<file path="src/rtl/sr_bank_pkg.sv">
// Shared types for the SR flip-flop bank sequencer.
// Readback/retry is built only when SRBANK_VERIFY_EN is defined.
package sr_bank_pkg;

    typedef enum logic [1:0] {
        ST_IDLE,
        ST_DRIVE,
        ST_RECOVER,
        ST_CHECK
    } state_e;

    typedef enum logic {
        REQ_A = 1'b0,
        REQ_B = 1'b1
    } req_e;

    localparam int RETRY_W = 2;

    function automatic logic idx_ok(input int unsigned idx,
                                    input int unsigned n);
        return idx < n;
    endfunction

endpackage

</file>
<file path="src/rtl/sr_bank_ctrl_rr_arb2.sv">
// Two-input round-robin arbiter; the last-grant register moves only
// when a grant is actually taken (en high in IDLE).
module rr_arb2
    import sr_bank_pkg::*;
(
    input  logic clk,
    input  logic rst,
    input  logic en,
    input  logic a_req,
    input  logic b_req,
    output logic gnt_a,
    output logic gnt_b
);

    req_e last_q, last_d;

    always_comb begin
        gnt_a  = en & a_req & (~b_req | (last_q == REQ_B));
        gnt_b  = en & b_req & (~a_req | (last_q == REQ_A));
        last_d = last_q;
        if (gnt_a)
            last_d = REQ_A;
        else if (gnt_b)
            last_d = REQ_B;
    end

    always_ff @(posedge clk) begin
        if (rst)
            last_q <= REQ_B;
        else
            last_q <= last_d;
    end

endmodule

</file>
<file path="src/rtl/sr_bank_ctrl.sv">
// Arbitrated set/clear sequencer for a bank of active-low SR flip-flops.
// SRBANK_VERIFY_EN adds Q readback with bounded retries.
module sr_bank_ctrl
    import sr_bank_pkg::*;
#(
    parameter int N         = 8,
    parameter int IDX_W     = (N > 1) ? $clog2(N) : 1,
    parameter int PULSE_CYC = 2,
    parameter int MAX_RETRY = 3,
    parameter int RW        = RETRY_W
) (
    input  logic             clk,
    input  logic             rst,
    input  logic             a_valid,
    input  logic [IDX_W-1:0] a_idx,
    input  logic             a_val,
    output logic             a_ready,
    input  logic             b_valid,
    input  logic [IDX_W-1:0] b_idx,
    input  logic             b_val,
    output logic             b_ready,
    output logic [N-1:0]     S_n,
    output logic [N-1:0]     R_n,
    input  logic [N-1:0]     Q,
    output logic             busy,
    output logic             err,
    output logic [IDX_W-1:0] err_idx,
    input  logic             err_clr
);

    localparam int PW = (PULSE_CYC > 1) ? $clog2(PULSE_CYC) : 1;

    state_e           state_q, state_d;
    logic [IDX_W-1:0] idx_q, idx_d;
    logic             val_q, val_d;
    logic             bad_q, bad_d;
    logic [PW-1:0]    pcnt_q, pcnt_d;
    logic [N-1:0]     s_n_q, s_n_d;
    logic [N-1:0]     r_n_q, r_n_d;
    logic             err_q, err_d;
    logic [IDX_W-1:0] err_idx_q, err_idx_d;
    logic             gnt_a, gnt_b;
    logic [IDX_W-1:0] req_idx;
    logic             req_val;

`ifdef SRBANK_VERIFY_EN
    logic [RW-1:0]    retry_q, retry_d;
`else
    logic             unused_ok;
    assign unused_ok = ^{Q, RW'(MAX_RETRY)};
`endif

    rr_arb2 u_arb (
        .clk   (clk),
        .rst   (rst),
        .en    (state_q == ST_IDLE),
        .a_req (a_valid),
        .b_req (b_valid),
        .gnt_a (gnt_a),
        .gnt_b (gnt_b)
    );

    assign a_ready = gnt_a;
    assign b_ready = gnt_b;
    assign req_idx = gnt_a ? a_idx : b_idx;
    assign req_val = gnt_a ? a_val : b_val;

    always_comb begin
        state_d   = state_q;
        idx_d     = idx_q;
        val_d     = val_q;
        bad_d     = bad_q;
        pcnt_d    = pcnt_q;
        err_d     = err_q & ~err_clr;
        err_idx_d = err_idx_q;
        s_n_d     = '1;
        r_n_d     = '1;
`ifdef SRBANK_VERIFY_EN
        retry_d   = retry_q;
`endif
        unique case (state_q)
            ST_IDLE: begin
                if (gnt_a | gnt_b) begin
                    idx_d  = req_idx;
                    val_d  = req_val;
                    pcnt_d = '0;
                    bad_d  = ~idx_ok(32'(req_idx), N);
`ifdef SRBANK_VERIFY_EN
                    retry_d = '0;
`endif
                    // Out-of-range target: flag it and idle one cycle.
                    if (bad_d) begin
                        err_d     = 1'b1;
                        err_idx_d = req_idx;
                        state_d   = ST_RECOVER;
                    end else begin
                        state_d   = ST_DRIVE;
                    end
                end
            end
            ST_DRIVE: begin
                if (pcnt_q == PW'(PULSE_CYC - 1)) begin
                    pcnt_d  = '0;
                    state_d = ST_RECOVER;
                end else begin
                    pcnt_d  = pcnt_q + 1'b1;
                end
            end
            ST_RECOVER: begin
`ifdef SRBANK_VERIFY_EN
                state_d = bad_q ? ST_IDLE : ST_CHECK;
`else
                state_d = ST_IDLE;
`endif
            end
            default: begin
                state_d = ST_IDLE;
`ifdef SRBANK_VERIFY_EN
                if (Q[idx_q] != val_q) begin
                    if (retry_q < RW'(MAX_RETRY)) begin
                        retry_d = retry_q + 1'b1;
                        state_d = ST_DRIVE;
                    end else begin
                        err_d     = 1'b1;
                        err_idx_d = idx_q;
                    end
                end
`endif
            end
        endcase
        // Lines are registered alongside the state they belong to.
        if (state_d == ST_DRIVE && !bad_d) begin
            if (val_d)
                s_n_d[idx_d] = 1'b0;
            else
                r_n_d[idx_d] = 1'b0;
        end
    end

    always_ff @(posedge clk) begin
        if (rst) begin
            state_q   <= ST_IDLE;
            idx_q     <= '0;
            val_q     <= 1'b0;
            bad_q     <= 1'b0;
            pcnt_q    <= '0;
            s_n_q     <= '1;
            r_n_q     <= '1;
            err_q     <= 1'b0;
            err_idx_q <= '0;
`ifdef SRBANK_VERIFY_EN
            retry_q   <= '0;
`endif
        end else begin
            state_q   <= state_d;
            idx_q     <= idx_d;
            val_q     <= val_d;
            bad_q     <= bad_d;
            pcnt_q    <= pcnt_d;
            s_n_q     <= s_n_d;
            r_n_q     <= r_n_d;
            err_q     <= err_d;
            err_idx_q <= err_idx_d;
`ifdef SRBANK_VERIFY_EN
            retry_q   <= retry_d;
`endif
        end
    end

    assign S_n     = s_n_q;
    assign R_n     = r_n_q;
    assign busy    = (state_q != ST_IDLE);
    assign err     = err_q;
    assign err_idx = err_idx_q;

endmodule

</file>
<file path="config.mk">
export PLATFORM = sky130hd
export DESIGN_NAME = sr_bank_ctrl
export DESIGN_NICKNAME = d
export VERILOG_FILES = /design/src/rtl/sr_bank_pkg.sv /design/src/rtl/sr_bank_ctrl_rr_arb2.sv /design/src/rtl/sr_bank_ctrl.sv
export SDC_FILE = /design/constraint.sdc
export NUM_CORES = 1
export LEC_CHECK = 0
export ABC_AREA = 1
export BUFFER_PORTS_ARGS = -buffer_cell sky130_fd_sc_hd__buf_2
export CAP_MARGIN = 0
export CORE_MARGIN = 10
export CORE_UTILIZATION = 50
export CTS_CLUSTER_DIAMETER = 120
export DETAILED_ROUTE_END_ITERATION = 16
export HOLD_SLACK_MARGIN = 0.05
export PLACE_DENSITY = 0.84
export SKIP_LAST_GASP = 1
export SYNTH_ARGS = -nofsm -noshare
export SYNTH_HDL_FRONTEND = slang
export SYNTH_SLANG_ARGS = --single-unit
export TNS_END_PERCENT = 30
</file>
<file path="constraint.sdc">
create_clock -name clk -period 2.4 [get_ports clk]
set_clock_uncertainty 0.05 [all_clocks]
set_input_delay 0.12 -clock clk [delete_from_list [all_inputs] [get_ports clk]]
set_output_delay 0.12 -clock clk [all_outputs]
set_load 0.01 [all_outputs]
</file>
* Word-level counts from Yosys, hierarchy flattened
Cells that the tools add are included.
** Storage, ports and cells
- Output and inout bits :: 23
- Bits in registers :: 26
** Operators by class
- Reduce and logical (&&, ||, !) cells :: 10
- Order comparisons :: 2
- Equality and inequality tests :: 3
- $add $sub $neg :: 1
- Bitwise logic cells :: 15
- Muxes and demuxes :: 18
** Operator list (count)
- 1-bit 2-to-1 mux :: 10
- 3-bit 2-to-1 mux :: 3
- 8-bit inverter :: 1
- 1-bit inverter :: 6
- 2-bit nonzero test :: 3
- 3-bit OR reduction :: 2
- 1-bit bitwise AND :: 5
- 2-bit by 1-bit == test with 1-bit output (second input constant) :: 2
- 3-bit by 4-bit less-than comparator with 1-bit output (second input constant) :: 1
- 2-bit 2-to-1 mux :: 2
- 2-bit case mux with 2 select lines :: 1
- 1-bit demux with 3-bit select :: 1
- 3-bit by 1-bit >= comparator with 1-bit output (second input constant) :: 1
- 1-bit OR :: 3
- 1-bit logical AND :: 2
- 2-bit logical NOT :: 1
- 2-bit != test (second input constant) :: 1
- 1-bit case mux with 2 select lines :: 1
- 2-bit AND reduction :: 1
- 1-bit adder (second input constant) :: 1
- 1-bit logical NOT :: 1

* Depth between registers and ports, before layout
- Word-level depth :: 11
- Depth in mapped cells :: 9

* Cells and area by module
From an unflattened synthesis, not the netlist that was laid out.
** Second synthesis, totals
- Cells, all modules :: 146
- Area total of the unflattened synthesis :: 1096.1 um^2
** By module, submodules not included
- sr_bank_ctrl :: cells an instance 134, instances 1, seq. area each 500.5 um^2, area an instance 1024.7 um^2
- rr_arb2 :: cells an instance 12, instances 1, seq. area each 20.0 um^2, area an instance 71.3 um^2

* Worst setup path after synthesis
Ideal clock, no wire load.
- Path kind :: reg-to-reg
- Start :: register state_q[1]
- End :: register r_n_q[0] (netlist: R_n[0])
- Required time :: 2.221 ns
- Period minus slack after synthesis :: 1.391 ns
- Cell stages (with the launch flop) :: 7
- Path slack :: 1.009 ns
- Arrival time :: 1.212 ns
- Path through :: dfxtp_1 -> nor2_8 -> nand3_4 -> nand3_1 -> nand3_4 -> nor2_4 -> nand3_1
** On the way
- Word-level cells in the longest chain between the ends :: 11
- Elaborated cells on any way between the ends :: 29
** Ends and longest elaborated chain
- start: declaration :: line sr_bank_ctrl.sv:33 : state_e state_q, state_d;
- start signal: assignment :: line sr_bank_ctrl.sv:155 : state_q <= state_d;
- 2-bit logical NOT :: line sr_bank_ctrl.sv:56, sr_bank_ctrl.sv:81
- 1-bit bitwise AND (on tied branches) (2 in series) :: line sr_bank_ctrl_rr_arb2.sv:18, sr_bank_ctrl_rr_arb2.sv:19
- 3-bit 2-to-1 mux or 1-bit OR (tied branches) :: line sr_bank_ctrl.sv:65, sr_bank_ctrl.sv:83
- 3-bit 2-to-1 mux :: line sr_bank_ctrl.sv:83 : if (gnt_a | gnt_b) begin
- 3-bit 2-to-1 mux :: line sr_bank_ctrl.sv:81 : unique case (state_q)
- 3-bit by 4-bit less-than comparator with 1-bit output (implied by the code) or 3-bit by 1-bit >= comparator with 1-bit output (tied branches) :: line sr_bank_ctrl.sv:136 : r_n_d[idx_d] = 1'b0;
- 1-bit logical AND (implied by the code) :: line sr_bank_ctrl.sv:136
- 1-bit 2-to-1 mux (implied by the code) :: line sr_bank_ctrl.sv:136
- 1-bit demux with 3-bit select :: line sr_bank_ctrl.sv:136
- 8-bit inverter (no line)
- end signal: assignment :: line sr_bank_ctrl.sv:161 : r_n_q <= r_n_d;
- end: declaration :: line sr_bank_ctrl.sv:39 : logic [N-1:0] r_n_q, r_n_d;
Parallel ways exist; a longest one is shown, timed or not.
A chain may end at the register's enable or synchronous reset.

* Worst setup path after layout
- Start :: register state_q[1]
- End :: register s_n_q[6] (netlist: S_n[6])
** On the way
- Word-level cells in the longest chain between the ends :: 11
- Elaborated cells on any way between the ends :: 30
** Ends and longest elaborated chain
- 2-bit logical NOT :: line sr_bank_ctrl.sv:56, sr_bank_ctrl.sv:81
- 1-bit bitwise AND (on tied branches) (2 in series) :: line sr_bank_ctrl_rr_arb2.sv:18, sr_bank_ctrl_rr_arb2.sv:19
- 3-bit 2-to-1 mux or 1-bit OR (tied branches) :: line sr_bank_ctrl.sv:65, sr_bank_ctrl.sv:83
- 3-bit 2-to-1 mux :: line sr_bank_ctrl.sv:83
- 3-bit 2-to-1 mux :: line sr_bank_ctrl.sv:81
- 3-bit by 4-bit less-than comparator with 1-bit output (implied by the code) or 3-bit by 1-bit >= comparator with 1-bit output (tied branches) :: line sr_bank_ctrl.sv:134 : s_n_d[idx_d] = 1'b0;
- 1-bit logical AND (implied by the code) :: line sr_bank_ctrl.sv:134
- 1-bit 2-to-1 mux (implied by the code) :: line sr_bank_ctrl.sv:134
- 1-bit demux with 3-bit select :: line sr_bank_ctrl.sv:134
- 8-bit inverter (no line)
- end signal: assignment :: line sr_bank_ctrl.sv:160 : s_n_q <= s_n_d;
- end: declaration :: line sr_bank_ctrl.sv:38 : logic [N-1:0] s_n_q, s_n_d;
Parallel ways exist; a longest one is shown, timed or not.

==> run metrics <==
vias in the first global route=slightly above 900; Synth area leader=dfxtp_1; Syn. warnings=0; ant diodes=0; most numerous cell in the Yosys netlist=nand2_1; clk root buf=clkbuf_4; largest net degree at the start of global routing=16; Gate power share=0.257; CP max-delay cell=dfxtp_1; Detail Route Antenna Nets=0; final hold viol count=0; synth top area cells=dfxtp_1, nand3_1, nand2_1; final period utilization=0.684; Critical Path AT=1.79 ns; Post-Syn Area=0.00109 mm2; Max VDD drop=roughly 0.00048 V; Post-CTS Setup Bufs=0; post-synthesis compound-gate area fraction=0.0195; full die area=between 0.004 and 0.005 mm2; CP startpoint kind=flip-flop; Clock transition at path regs=0.14 ns; first-pass GRT wire length=~4200 um; Worst EP required=2.55 ns; Placed Cells=approximately 190; Seq/Total Area, Yosys=0.476; async set or reset register ratio after synthesis=0; Site Rows=16; area of the multi-input gates=between 400 and 500 um2; CP endpoint kind=flip-flop; Net Sw Power=approximately 330 uW; Post-synth EDFFs=0; # setup viols final=0; IO Port Bufs=32; crit-path max cell delay=just over 0.4 ns; Iteration-0 DRC Markers=17; core area=approximately 0.002 mm2; Setup Crit Path Kind=flip-flop to flip-flop; DIE WIDTH=66.8 um; fin cells=193; Internal=715 uW; top-area cell type share of the netlist area=0.476; critical path fanouts, max=10; Hold WS=between 0.1 and 0.15 ns; most used cell, CP=nand2_1; unrepaired setup endpoints after global routing=false; hold crit path type=input pin to flip-flop; Fmax achieved=0.609 GHz; ys flop type=dfxtp_1; H-tree Lvls=1; DR WL/cell=13.6 um; Design Power=between 1000 and 1500 uW; drt drc=0; Filler cells=about 180; Final min period=approximately 1.6 ns; antenna violations before repair=0; largest family of logic cells by synthesized area=simple AND/OR/NAND/NOR gates; clk_lat worst skew=0.31 ns; crit path cell chain=nor2_8 -> nand3_4 -> nand2_8 -> inv_6 -> nand2_1 -> nand2_1 -> nor2_2 -> nand3_1; P_leak=roughly 0.00062 uW; layout cells sized above 1=0.319; via count=962; IO Count=44; area share of and/or/nand/nor cells after synthesis=0.410; setup tns final=0 ns; maxcap violations=0; CTS tree=done; GRT Residual Overflow=0; Resized Gates After CTS=0; Sw Ratio=0.314; cells after synthesis=131; Nets=188; gr usage total=0.119; Max Slew Vio Count=0; Synth Area in XOR/XNOR=0; register area=520 um2; Detail Placement HPWL=between 2000 and 2500 um; Post-Synth Adder-Cell Area=0; Synth-to-Final Area Change=22.2%; most instantiated cells after synthesis=nand2_1, dfxtp_1, nand3_1; number of buffers created by CTS=3; CTS sink count=26; drt pass-1 iters=4; post-synthesis mux area share=0; GP Congestion=0.780; status=complete, no violations; drt total wl=2630 um; sequential power share=0.458; Cell variety after synth=22; Initial Util=0.541; Die Y=about 67 um; Clock Path Buffers=2; Clock Power Share=0.285; vias per cell=roughly 5.0; Syn Area/Cell=8.35 um2; pwr dens=slightly below 800 mW/mm2; Yosys reg bits=26
-- worst max-delay path, delay by kind of cell (launching register included) --
| family | cells | cell delay (ns) |
|---|---|---|
| simple gates | 7 | 1.00 |
| flops | 1 | 0.41 |
| buf+inv | 1 | 0.05 |
-- placed cells by master, fill, tap and decap left out, drive strengths merged --
cell and instances:
inv 17, nor2 14, buf 32, nand2 31, nor3 1, dfxtp 26
nand4 5, clkbuf 3, o21ai 1, conb 3, nand3 28, a21oi 1
dlygate4sd3 2, o211ai 1, bufinv 1
-- sequential cells by signal (all words and copies together), names as in the netlist --
signal        cells
R_n               8
S_n               8
bad_q             1
err               1
idx_q             3
pcnt_q            1
state_q           2
u_arb.last_q      1
val_q             1
-- through the flow --
stage,util,worst slack [ns],instance area [um2]
global placement,0.625,0.878,1260
finish,0.661,0.758,1340
global route,0.661,0.632,1340
floorplan,-,1.01,1100
detailed placement,0.625,0.820,1260
CTS,0.661,0.771,1340
-- final timing paths --
path,start,slack [ns],cells after the start,endpoint
worst max-delay path,state_q[1],0.76,8,S_n[6]
worst min-delay path,b_valid,0.15,3,u_arb.last_q
worst max register to register,state_q[1],0.76,8,S_n[6]
worst min register to register,err,0.41,2,err
-- cell type report --
cell class | instances | area share
Inverter | 17 | 0.0515
Sequential cell | 26 | 0.390
Timing Repair Buffer | 34 | 0.135
Clock inverter | 1 | 0.0225
Tap cell | 27 | 0.0253
Multi-Input combinational cell | 85 | 0.360
Clock buffer | 3 | 0.0169
-- cell families (layout without fill, tap and decap cells) --
family	after synthesis	count (layout)
AO/OA/AOI/OAI	3	3
other	1	3
AND/OR/NAND/NOR	79	79
buffers and inverters	22	55
flip-flops	26	26
-- power by group through the flow --
stage | logic (uW) | registers [uW] | clock network, uW
after floorplan | 193 | 490 | 0
after global placement | 253 | 483 | 0
after global routing | 299 | 479 | 313
after detailed placement | 263 | 485 | 0
after CTS | 269 | 476 | 299
final | 268 | 477 | 297
-- what timing repair did --
| item | in CTS | in global routing |
|---|---|---|
| hold buffers | 2 | 0 |
| endpoints found under the setup margin | 0 | 0 |
| hold endpoints to repair | 8 | 0 |
-- layer usage --
layer  vias up  track usage  share of wire  wire length (um)
li1        483            -              -                 -
met1       454        0.122           0.35               927
met2        25        0.226           0.56              1480
met3         0       0.0418          0.085               223
met4         0       0.0157              0                 0
met5         -            0              0                 0
No activity file was read; power rests on OpenSTA's default activity.
